==> src/rtl/recursive_multiplication.sv <==
// ---------------------------------------------------------------------------
// recursive_multiplication
//
// Sequential shift-and-add multiply-accumulate:
//   product = multiplicand * multiplier + addend
// computed over eight clock cycles, one multiplier bit per cycle, LSB first.
// Operand widths match a 17/9 divider's outputs, so feeding it a quotient,
// divisor and remainder gives back the dividend.
//
// Ports
//   clk           in   1   rising-edge clock
//   resetn        in   1   asynchronous active-low reset
//   multiplier    in   8   unsigned multiplier (quotient)
//   multiplicand  in   9   unsigned multiplicand (divisor)
//   addend        in   9   unsigned addend (remainder)
//   data_en       in   1   load strobe
//   product       out  17  registered result, held until the next completion
//   busy          out  1   operation in progress
//   done          out  1   one-cycle pulse when product is written
//   state_dbg     out  2   current FSM state (0 IDLE, 1 CALC, 2 DONE)
//
// Handshake: data_en is a single-cycle load request. It is accepted only at
// a rising edge where the FSM is in IDLE (busy=0 and done=0); a request seen
// at any other edge, including the DONE cycle, is dropped, not queued. The
// result is signalled by done (valid for exactly one cycle, no ready/back
// pressure); product keeps that value afterwards.
//
// Timing for a load accepted at edge N:
//   edges N+1..N+8  one iteration each (counter 0..7)
//   edge  N+9       counter has reached 8: product written, done=1
//   edge  N+10      back to IDLE, busy=0, done=0
// ---------------------------------------------------------------------------
module recursive_multiplication (
  input  logic        clk,
  input  logic        resetn,
  input  logic [7:0]  multiplier,
  input  logic [8:0]  multiplicand,
  input  logic [8:0]  addend,
  input  logic        data_en,
  output logic [16:0] product,
  output logic        busy,
  output logic        done,
  output logic [1:0]  state_dbg
);

  typedef enum logic [1:0] {
    IDLE = 2'd0,
    CALC = 2'd1,
    DONE = 2'd2
  } state_t;

  state_t      state;
  logic [3:0]  iter_cnt;
  logic [7:0]  mplr_q;
  logic [8:0]  mcand_q;
  logic [16:0] acc;

  // Multiplicand aligned to the current bit position. Zero-extended to the
  // full accumulator width before shifting so the top bits are never lost.
  logic [16:0] partial;
  logic        take_bit;

  always_comb begin
    partial  = {8'd0, mcand_q} << iter_cnt[2:0];
    take_bit = mplr_q[iter_cnt[2:0]];
  end

  always_ff @(posedge clk or negedge resetn) begin
    if (!resetn) begin
      state    <= IDLE;
      iter_cnt <= 4'd0;
      mplr_q   <= 8'd0;
      mcand_q  <= 9'd0;
      acc      <= 17'd0;
      product  <= 17'd0;
      busy     <= 1'b0;
      done     <= 1'b0;
    end else begin
      case (state)
        IDLE: begin
          done <= 1'b0;
          if (data_en) begin
            // Operands are latched here so later input activity cannot
            // disturb the running operation.
            mplr_q   <= multiplier;
            mcand_q  <= multiplicand;
            acc      <= {8'd0, addend};
            iter_cnt <= 4'd0;
            busy     <= 1'b1;
            state    <= CALC;
          end
        end

        CALC: begin
          // Counter value 8 marks "all bits consumed"; every operand, zero
          // or not, spends the same eight iterations here.
          if (iter_cnt == 4'd8) begin
            product <= acc;
            done    <= 1'b1;
            state   <= DONE;
          end else begin
            if (take_bit) begin
              acc <= acc + partial;
            end
            iter_cnt <= iter_cnt + 4'd1;
          end
        end

        DONE: begin
          done  <= 1'b0;
          busy  <= 1'b0;
          state <= IDLE;
        end

        default: begin
          done  <= 1'b0;
          busy  <= 1'b0;
          state <= IDLE;
        end
      endcase
    end
  end

  assign state_dbg = state;

endmodule

==> config.mk <==
export PLATFORM = sky130hd
export DESIGN_NAME = recursive_multiplication
export DESIGN_NICKNAME = d
export VERILOG_FILES = /design/src/rtl/recursive_multiplication.sv
export SDC_FILE = /design/constraint.sdc
export NUM_CORES = 1
export LEC_CHECK = 0
export BUFFER_PORTS_ARGS = -buffer_cell sky130_fd_sc_hd__buf_2
export CAP_MARGIN = 10
export CORE_MARGIN = 2
export CORE_UTILIZATION = 35
export CTS_CLUSTER_DIAMETER = 80
export DETAILED_ROUTE_END_ITERATION = 7
export PLACE_DENSITY = 0.57
export SLEW_MARGIN = 40
export SYNTH_ARGS = -nofsm -noshare
export SYNTH_HDL_FRONTEND = slang
export SYNTH_SLANG_ARGS = --single-unit
==> constraint.sdc <==
create_clock -name clk -period 3.44 [get_ports clk]
set_clock_uncertainty 0.2 [all_clocks]
set_input_delay 0.516 -clock clk [delete_from_list [all_inputs] [get_ports clk]]
set_output_delay 0.516 -clock clk [all_outputs]
set_load 0.02 [all_outputs]
-- Word level (Yosys, flattened, before mapping)
Cells that the tools add are included.
Widths: inputs -> output; s select.
- equality and inequality tests: 6
- reductions and logical operators: 8
- add/sub/neg operators: 2
- bitwise logic cells: 1
- muxes and demuxes: 16
- shifts and indexed selects: 1
- order comparisons: 1
- operators by type and width (kind ; count):
    $mux 17 ; 3
    $pmux 17 s2 ; 1
    $add 17x17->17 ; 1
    $shl 9x3->17 ; 1
    $mux 4 ; 2
    $ne 2x2->1 const B ; 4
    $pmux 4 s2 ; 1
    $reduce_and 2->1 ; 4
    $add 4x1->4 const B ; 1
    $eq 4x4->1 const B ; 1
    $lt 3x4->1 const B ; 1
    $mux 1 ; 4
    $mux 2 ; 2
    $pmux 2 s2 ; 1
    $reduce_and 4->1 ; 1
    $bmux 1 s3 ; 1
    $reduce_and 3->1 ; 1
    $eq 2x1->1 const B ; 1
    $logic_not 2->1 ; 1
    $pmux 1 s2 ; 1
    $reduce_bool 2->1 ; 1
    $not 1->1 ; 1
- flip-flop bits (word level): 59
- logic and storage cells: 43
- input bits: 29

-- Longest topological paths before layout
Gate-level depths: netlist of run 1.
- depth in word-level cells: 5
- depth in mapped cells: 14

-- Worst setup path before layout of run 1
Ideal clock, no wire load.
- path kind: register to register
- start: reg iter_cnt[0]
- end: reg acc[14]
- period minus slack after synthesis: 3.171 ns
- stages on the path, launching flop included: 14
- arrival: 2.845 ns
- path buffers: 2
- setup time: 0.125 ns
- setup slack: 0.269 ns
- cells stage by stage: dfrtp_1 > clkbuf_1 > buf_2 > mux2i_1 > nand2_1 > o21ai_0 > o22ai_1 > ha_1 > a21o_1 > a221oi_2 > nor4_2 > a2111oi_4 > xor2_1 > o22ai_1
- cells in the longest elaborated chain, start to end: 5
- ends and longest elaborated chain (what ; line ; text):
    from (decl) ; 53 ; logic [3:0] iter_cnt;
    from (signal assigned) ; 105 ; iter_cnt <= iter_cnt + 4'd1;
    $shl 9x3->17 ; 64 ; partial = {8'd0, mcand_q} << iter_cnt[2:0];
    $add 17x17->17 ; 103 ; acc <= acc + partial;
    $mux 17 ; 102 ; if (take_bit) begin
    $mux 17 ; 97 ; if (iter_cnt == 4'd8) begin
    $pmux 17 s2 ; 79 ; case (state)
    to (signal assigned) ; 87 ; acc <= {8'd0, addend};
    to (signal assigned) ; 103 ;
    to (decl) ; 56 ; logic [16:0] acc;
Parallel ways exist; a longest one is shown, timed or not. The select of a mux whose other input is x is not followed.
A chain may end at the register's enable or synchronous reset.

-- Worst setup path after layout of run 1
- start: reg iter_cnt[0]
- end: reg acc[16]
Same word-level chain as after synthesis.

==> results.toml, run 1 <==
[layout]
multi_input_area_um2 = 1850
num_antenna_cells = 0
layout-drive-gt1-share_pct = 32.7
final_nets = 437
fillers = 979
layout.cells.non_filler = 527
seqCellArea_um2 = 1480
syn2layout_area_growth_pct = 20.3

[routing]
antenna_left = 0
drtIter0Drc = 58
dr_total_vias = 2653
drc_errors = 0
dr.pass1.iters = 4
avgRoutedWirePerCell_um = 14.5
viasPerCell = 5.03
routed_wl_mm = 7.62

[floorplanning]
initial_core_util_pct = 35.5
die_area_um2 = 10600
die_w_um = 103
fp.dieH_um = 103
ios = 50
core_um2 = 9640
placementRows = 36

[synthesis]
ys_ff_latch = 59
synthMuxAreaShare_pct = 17.9
synthesis.area_um2 = 3430
synth_nets = 375
synth-seq-area-share_pct = 43.1
yosys.area_share.simple_pct = 11.3
async_flop_share_pct = 100
yosysWarnings = 0
syn-mean-instance-area_um2 = 10.5
netlist_instances = 327
synth_edf_count = 0
synthDistinctLibCells = 45
synth_xor_xnor_area_share_pct = 4.09
synthAdderAreaFrac_pct = 7.16
ys.flop_type = "dfrtp_1"
synth_top_family_by_area = "multiplexers"
synth_compound_area_share_pct = 13.1

[clock_tree]
numCtsBuffers = 9
root_buffer = "clkbuf_8"
clkTransAtPathRegs_ns = 0.07
cts_tree = "done"
ctsHtreeMaxLevel = 3
clock_latency_ns = 0.35
clock_sinks = 59
cts_buffer_depth = 2

[worst_setup_path]
setup.worst_path.class = "flop to flop"
reg2reg_from = "iter_cnt[0]$_DFFE_PN0P_"
cp-startpoint = "iter_cnt[0]$_DFFE_PN0P_"
timing.rr.end = "acc[16]$_DFFE_PN0P_"
critPathMaxFanout = 8
ff2ff_path_depth = 11
cp_data_required_time_ns = 3.48
cp.arrival_ns = 3.31
cp-start-kind = "flop"
cp-endpoint = "acc[16]$_DFFE_PN0P_"
cp-end-kind = "flop"
ff2ff_setup_slack_ns = 0.17

[placed_design]
place_congestion = 0.841
dp_cells = 508
hpwl_mm = 5.79
port_buffers = 49

[global_route]
grt-ovfl-total = 0
grt_usage_pct = 15.4
grt-busiest-layer = "met2"
use_met1_pct = 19.5
grt_pass1_vias = 2604
grt_pass1_wl_mm = 12.6
grt_max_degree = 35
use_met3_pct = 4.20
grt_antenna_before_repair = 0
grtUsageMet2_pct = 25.1

[sta]
tightest_slew_ns = 0.708
fin_crit_ns = 3.27
setup_viol = 0
finalCritPeriodShare_pct = 95.0
relSlewSlack_pct = 52.6
hold_viol_final = 0
final_max_slew_viol_count = 0
clock.fmax_mhz = 306
finalSetupTns_ns = 0
rsz0062_at_grt = "false"

[status]
status = "complete, no violations"

[run]
maxCapViolations = 0

[hold_path]
hp-class = "input port to flop"
-- registers in the layout (all words and copies together) (netlist names) --
name       count
mplr_q         8
done           1
acc           17
iter_cnt       4
state_dbg      2
mcand_q        9
busy           1
product       17
-- Yosys cell counts (2+ instances only) --
| cell | number | area share (%) |
|---|---|---|
| a21o_1 | 6 | 1.3 |
| a21oi_1 | 24 | 3.5 |
| a31oi_1 | 4 | 0.73 |
| and3_1 | 3 | 0.55 |
| buf_2 | 5 | 0.73 |
| buf_4 | 3 | 0.66 |
| clkbuf_1 | 5 | 0.55 |
| clkinv_1 | 2 | 0.22 |
| dfrtp_1 | 59 | 43 |
| ha_1 | 18 | 6.6 |
| inv_1 | 10 | 1.1 |
| mux2_2 | 38 | 12 |
| mux2i_1 | 14 | 4.1 |
| mux4_2 | 2 | 1.3 |
| nand2_1 | 29 | 3.2 |
| nand3_1 | 6 | 0.88 |
| nand4_1 | 2 | 0.37 |
| nor2_1 | 31 | 3.4 |
| nor3_1 | 3 | 0.44 |
| nor3b_1 | 2 | 0.44 |
| o211ai_1 | 3 | 0.66 |
| o21ai_0 | 10 | 1.5 |
| o22ai_1 | 11 | 2.0 |
| or3_1 | 2 | 0.37 |
| xnor2_1 | 9 | 2.3 |
| xor2_1 | 7 | 1.8 |
-- timing repair --
action	4_1_cts	5_1_grt
gates resized for setup	0	4
hold endpoints to repair	25	0
setup buffers	0	2
hold buffers	1	0
endpoints found under the setup margin	0	5
-- per-stage QoR --
step | area [um2] | util [%] | hold WS [ns] | setup WS, ns
finish | 4120 | 42.7 | 0.197 | 0.171
global route | 4120 | 42.7 | 0.182 | 0.00945
CTS | 4090 | 42.4 | 0.179 | 0.151
detailed placement | 3870 | 40.1 | 0.268 | 0.155
global placement | 3870 | 40.1 | 0.267 | 0.188
floorplan | 3430 | - | 0.0204 | 0.269
-- worst min path at each step --
stage,from,depth (start not counted),slack (ns),endpoint
after floorplan,resetn,0,0.02,acc[0]$_DFFE_PN0P_
after global placement,busy$_DFFE_PN0P_,1,0.27,busy$_DFFE_PN0P_
after detailed placement,busy$_DFFE_PN0P_,1,0.27,busy$_DFFE_PN0P_
after CTS,multiplier[2],2,0.18,mplr_q[2]$_DFFE_PN0P_
after global routing,multiplier[2],2,0.18,mplr_q[2]$_DFFE_PN0P_
final,multiplier[2],2,0.20,mplr_q[2]$_DFFE_PN0P_
-- kinds of logic (layout without fill, tap and decap cells) --
logic type	after synthesis	in the layout
muxes	54	54
and+or+nand+nor	85	85
adders and majority gates	19	19
xor gates and xnor gates	16	16
buffers and inverters	26	93
AOI/OAI and AO/OA	68	68
DFF	59	59
-- per-layer routing --
metal / up-vias / wire length (um)
met1: 1279 / 3550
met2: 63 / 3580
met4: 0 / 129
li1: 1298 / -
met5: - / 0
met3: 13 / 365
-- cell type report --
type	instances	share of cell area (%)
Clock buffer	11	3.19
Sequential cell	59	35.9
Tap cell	133	4.04
Multi-Input combinational cell	242	44.9
Clock inverter	5	1.88
Inverter	12	1.18
Timing Repair Buffer	65	8.93
-- critical path: stages (launching register included) --
cell,delay (ns)
dfrtp_1,0.37
buf_4,0.17
mux2_2,0.35
o21ai_0,0.25
mux2i_1,0.14
ha_1,0.36
inv_1,0.08
o21ai_0,0.51
a221o_1,0.28
a31oi_1,0.05
and2b_2,0.21
o22a_1,0.17
-- layout by cell type, fill, tap and decap left out, types with 2 or more instances in the layout --
cell        Yosys  final
clkinv_2        0      2
clkbuf_1        5      2
dfrtp_1        59     58
nand2_1        29     29
mux2_2         38     38
o21ai_0        10      9
clkinvlp_4      0      2
bufinv_16       0      2
xnor2_1         9      9
mux4_2          2      2
clkbuf_8        0      9
and3_1          3      3
mux2i_1        14     14
or3_1           2      2
buf_4           3     15
nand4_1         2      2
ha_1           18     18
a21oi_1        24     24
o22ai_1        11     11
inv_1          10     10
a21o_1          6      6
xor2_1          7      7
buf_2           5     49
o211ai_1        3      3
a31oi_1         4      4
nand3_1         6      6
nor2_1         31     31
nor3_1          3      3
Power of run 1 is left out: the tool's default activity adds up to more than one toggle a clock period on the data nets, which glitch-free logic cannot reach.
==> run 2: changes to the inputs <==
ABC_AREA = 1   (was default)
==> run 2 against run 1 <==
  * Cell count up 40%
  * First-iteration DRC count up 150%
  * Clock-buffer cell count down 1
  * Sequential cell count unchanged
  * Fmax up 8.7%
  * Via count up 31%
==> results.toml, run 2 <==
[status]
status = "complete, no violations"

[power]
combPwrFrac_pct = 61.1
pwr_density_cell_nw_per_um2 = 1190
swShare_pct = 50.5
p_leak_nw = 2.49
internal_power_mw = 2.58
pwr-share-clk_pct = 13.5
seqPwrFrac_pct = 25.4
p_sw_mw = 2.64
power_mw = 5.22
vdd_drop_max_v = 0.000361

[synthesis]
yosysWarnings = 0
async_flop_share_pct = 100
synth_top_area_share_pct = 38.2
synth_edf_count = 0
yosys-top-cells-count = "nand2_1, dfrtp_1, inv_1"
synth_area_leaders = "dfrtp_1, nand2_1, ha_1"
netlist_instances = 550
synthDistinctLibCells = 32
synth.most_common_cell = "nand2_1"
ys.flop_type = "dfrtp_1"
syn-mean-instance-area_um2 = 7.02
synthesis.area_um2 = 3860
yosysTopAreaCell = "dfrtp_1"
ys_ff_latch = 59
synth_nets = 598
synth-seq-area-share_pct = 38.2

[routing]
antenna_left = 0
viasPerCell = 4.70
routed_wl_mm = 8.95
avgRoutedWirePerCell_um = 12.1
drtIter0Drc = 144
dr.pass1.iters = 4
drc_errors = 0
dr_total_vias = 3476

[worst_setup_path]
critPathMaxFanout = 18
cp_cell_sequence = "inv_6, o21ai_0, o21ai_0, o21ai_0, ha_1, nand2_1, inv_1, a21oi_1, nand2_1, nand2_1, nand3b_1, nand3_1, nand2_1"
cp_data_required_time_ns = 3.48
cp_slowest_cell = "dfrtp_1"
crit_path_frequent_cell = "nand2_1"
cp-end-kind = "flop"
cp-startpoint = "iter_cnt[0]$_DFFE_PN0P_"
reg2reg_from = "iter_cnt[0]$_DFFE_PN0P_"
cp-start-kind = "flop"
setup.worst_path.class = "flop to flop"
crit_path_max_incr_delay_ns = 0.69
cp.arrival_ns = 3.04

[floorplanning]
fp.dieH_um = 109
core_um2 = 10800
initial_core_util_pct = 35.8
die_w_um = 109
placementRows = 38
ios = 50
die_area_um2 = 11900

[sta]
finalSetupTns_ns = 0
clock.fmax_mhz = 333
finalCritPeriodShare_pct = 87.4
final_max_slew_viol_count = 0
hold_viol_final = 0
rsz0062_at_grt = "false"
setup_viol = 0
tightest_slew_ns = 0.563
fin_crit_ns = 3.01
relSlewSlack_pct = 62.5

[clock_tree]
cts_tree = "done"
cts_setup_buffers = 0
ctsHoldBuffers = 0
cts_buffer_depth = 2
ctsHtreeMaxLevel = 3
clock_sinks = 59
clkTransAtPathRegs_ns = 0.07
root_buffer = "clkbuf_8"
numCtsBuffers = 9
clock_latency_ns = 0.35
cts_resized = 0

[global_route]
grt_pass1_wl_mm = 15.7
grt_pass1_vias = 3339
grt_max_degree = 33
grt_antenna_before_repair = 0
grt_usage_pct = 16.9
grt-ovfl-total = 0

[run]
maxCapViolations = 0

[layout]
mostFrequentLayoutCell = "nand2_1"
multi_input_area_um2 = 2000
num_antenna_cells = 0
postLayoutCoreUtil_pct = 40.8
fillers = 1139
final_cell_mix = "nand2_1, dfrtp_1, inv_1"
syn2layout_area_growth_pct = 14.0
seqCellArea_um2 = 1480
layout-drive-gt1-share_pct = 16.5
final_cell_area_um2 = 4400
final_nets = 643
layout.cells.non_filler = 739
reg_top3 = "acc (17), product (17), mcand_q (9)"

[placed_design]
dp_cells = 723
port_buffers = 49
placed_cell_area_um2 = 4170
hpwl_mm = 6.89
place_congestion = 0.970

[hold_path]
hp-class = "input port to flop"
min_from = "multiplier[7]"
-- run 2: worst max-delay path, delay by kind of cell (launching register included) --
family,cells,cell delay [ns]
fa+ha+maj,1,0.35
flops,1,0.69
compound gates,4,0.89
simple gates,6,0.57
buf+inv,2,0.18
-- run 2: layout make-up --
cell class                      count  area share (%)
Clock buffer                       10            3.13
Clock inverter                      5            1.76
Inverter                           63            5.60
Multi-Input combinational cell    410            45.5
Sequential cell                    59            33.5
Tap cell                          140            3.98
Timing Repair Buffer               52            6.48
-- run 2: through the flow --
stage | worst slack, ns | hold WS, ns
2_1_floorplan | 1.02 | 0.0204
3_3_place_gp | 0.540 | 0.252
3_5_place_dp | 0.458 | 0.257
4_1_cts | 0.452 | 0.0650
5_1_grt | 0.114 | 0.150
6_report | 0.433 | 0.156
-- run 2: worst paths after layout --
check / end / slack (ns) / cells past startpoint
max reg2reg: acc[11]$_DFFE_PN0P_ / 0.43 / 13
max: acc[11]$_DFFE_PN0P_ / 0.43 / 13
min in group asynchronous: product[6]$_DFFE_PN0P_ / 0.46 / 2
min: mplr_q[7]$_DFFE_PN0P_ / 0.16 / 3
max in group asynchronous: product[7]$_DFFE_PN0P_ / 2.07 / 3
min reg2reg: product[13]$_DFFE_PN0P_ / 0.27 / 2
-- run 2: logic make-up (layout without fill, tap and decap cells) --
group	count (synthesis)	after routing	synth area share, %
simple gates	335	335	37.1
buf+inv	81	130	9.91
flops	59	59	38.2
compound gates	53	53	7.71
fa+ha+maj	19	19	6.35
xor+xnor	2	2	0.454
mux	1	1	0.259
-- run 2: routing by layer --
metal / share of wire, % / vias to the layer above / GRT usage (%)
met1: 48 / 1590 / 22.2
met3: 3.4 / 11 / 3.47
met5: 0 / - / 0
met4: 1.5 / 0 / 6.14
li1: - / 1812 / -
met2: 47 / 63 / 27.6
-- run 2: power groups by stage --
stage / Combinational (mW) / Sequential, mW / Clock (mW)
floorplan: 2.55 / 1.35 / 0
global placement: 3.15 / 1.33 / 0
detailed placement: 3.19 / 1.34 / 0
CTS: 3.21 / 1.33 / 0.721
global route: 3.67 / 1.38 / 0.757
finish: 3.19 / 1.32 / 0.707
Power figures use the tool's default switching activity.
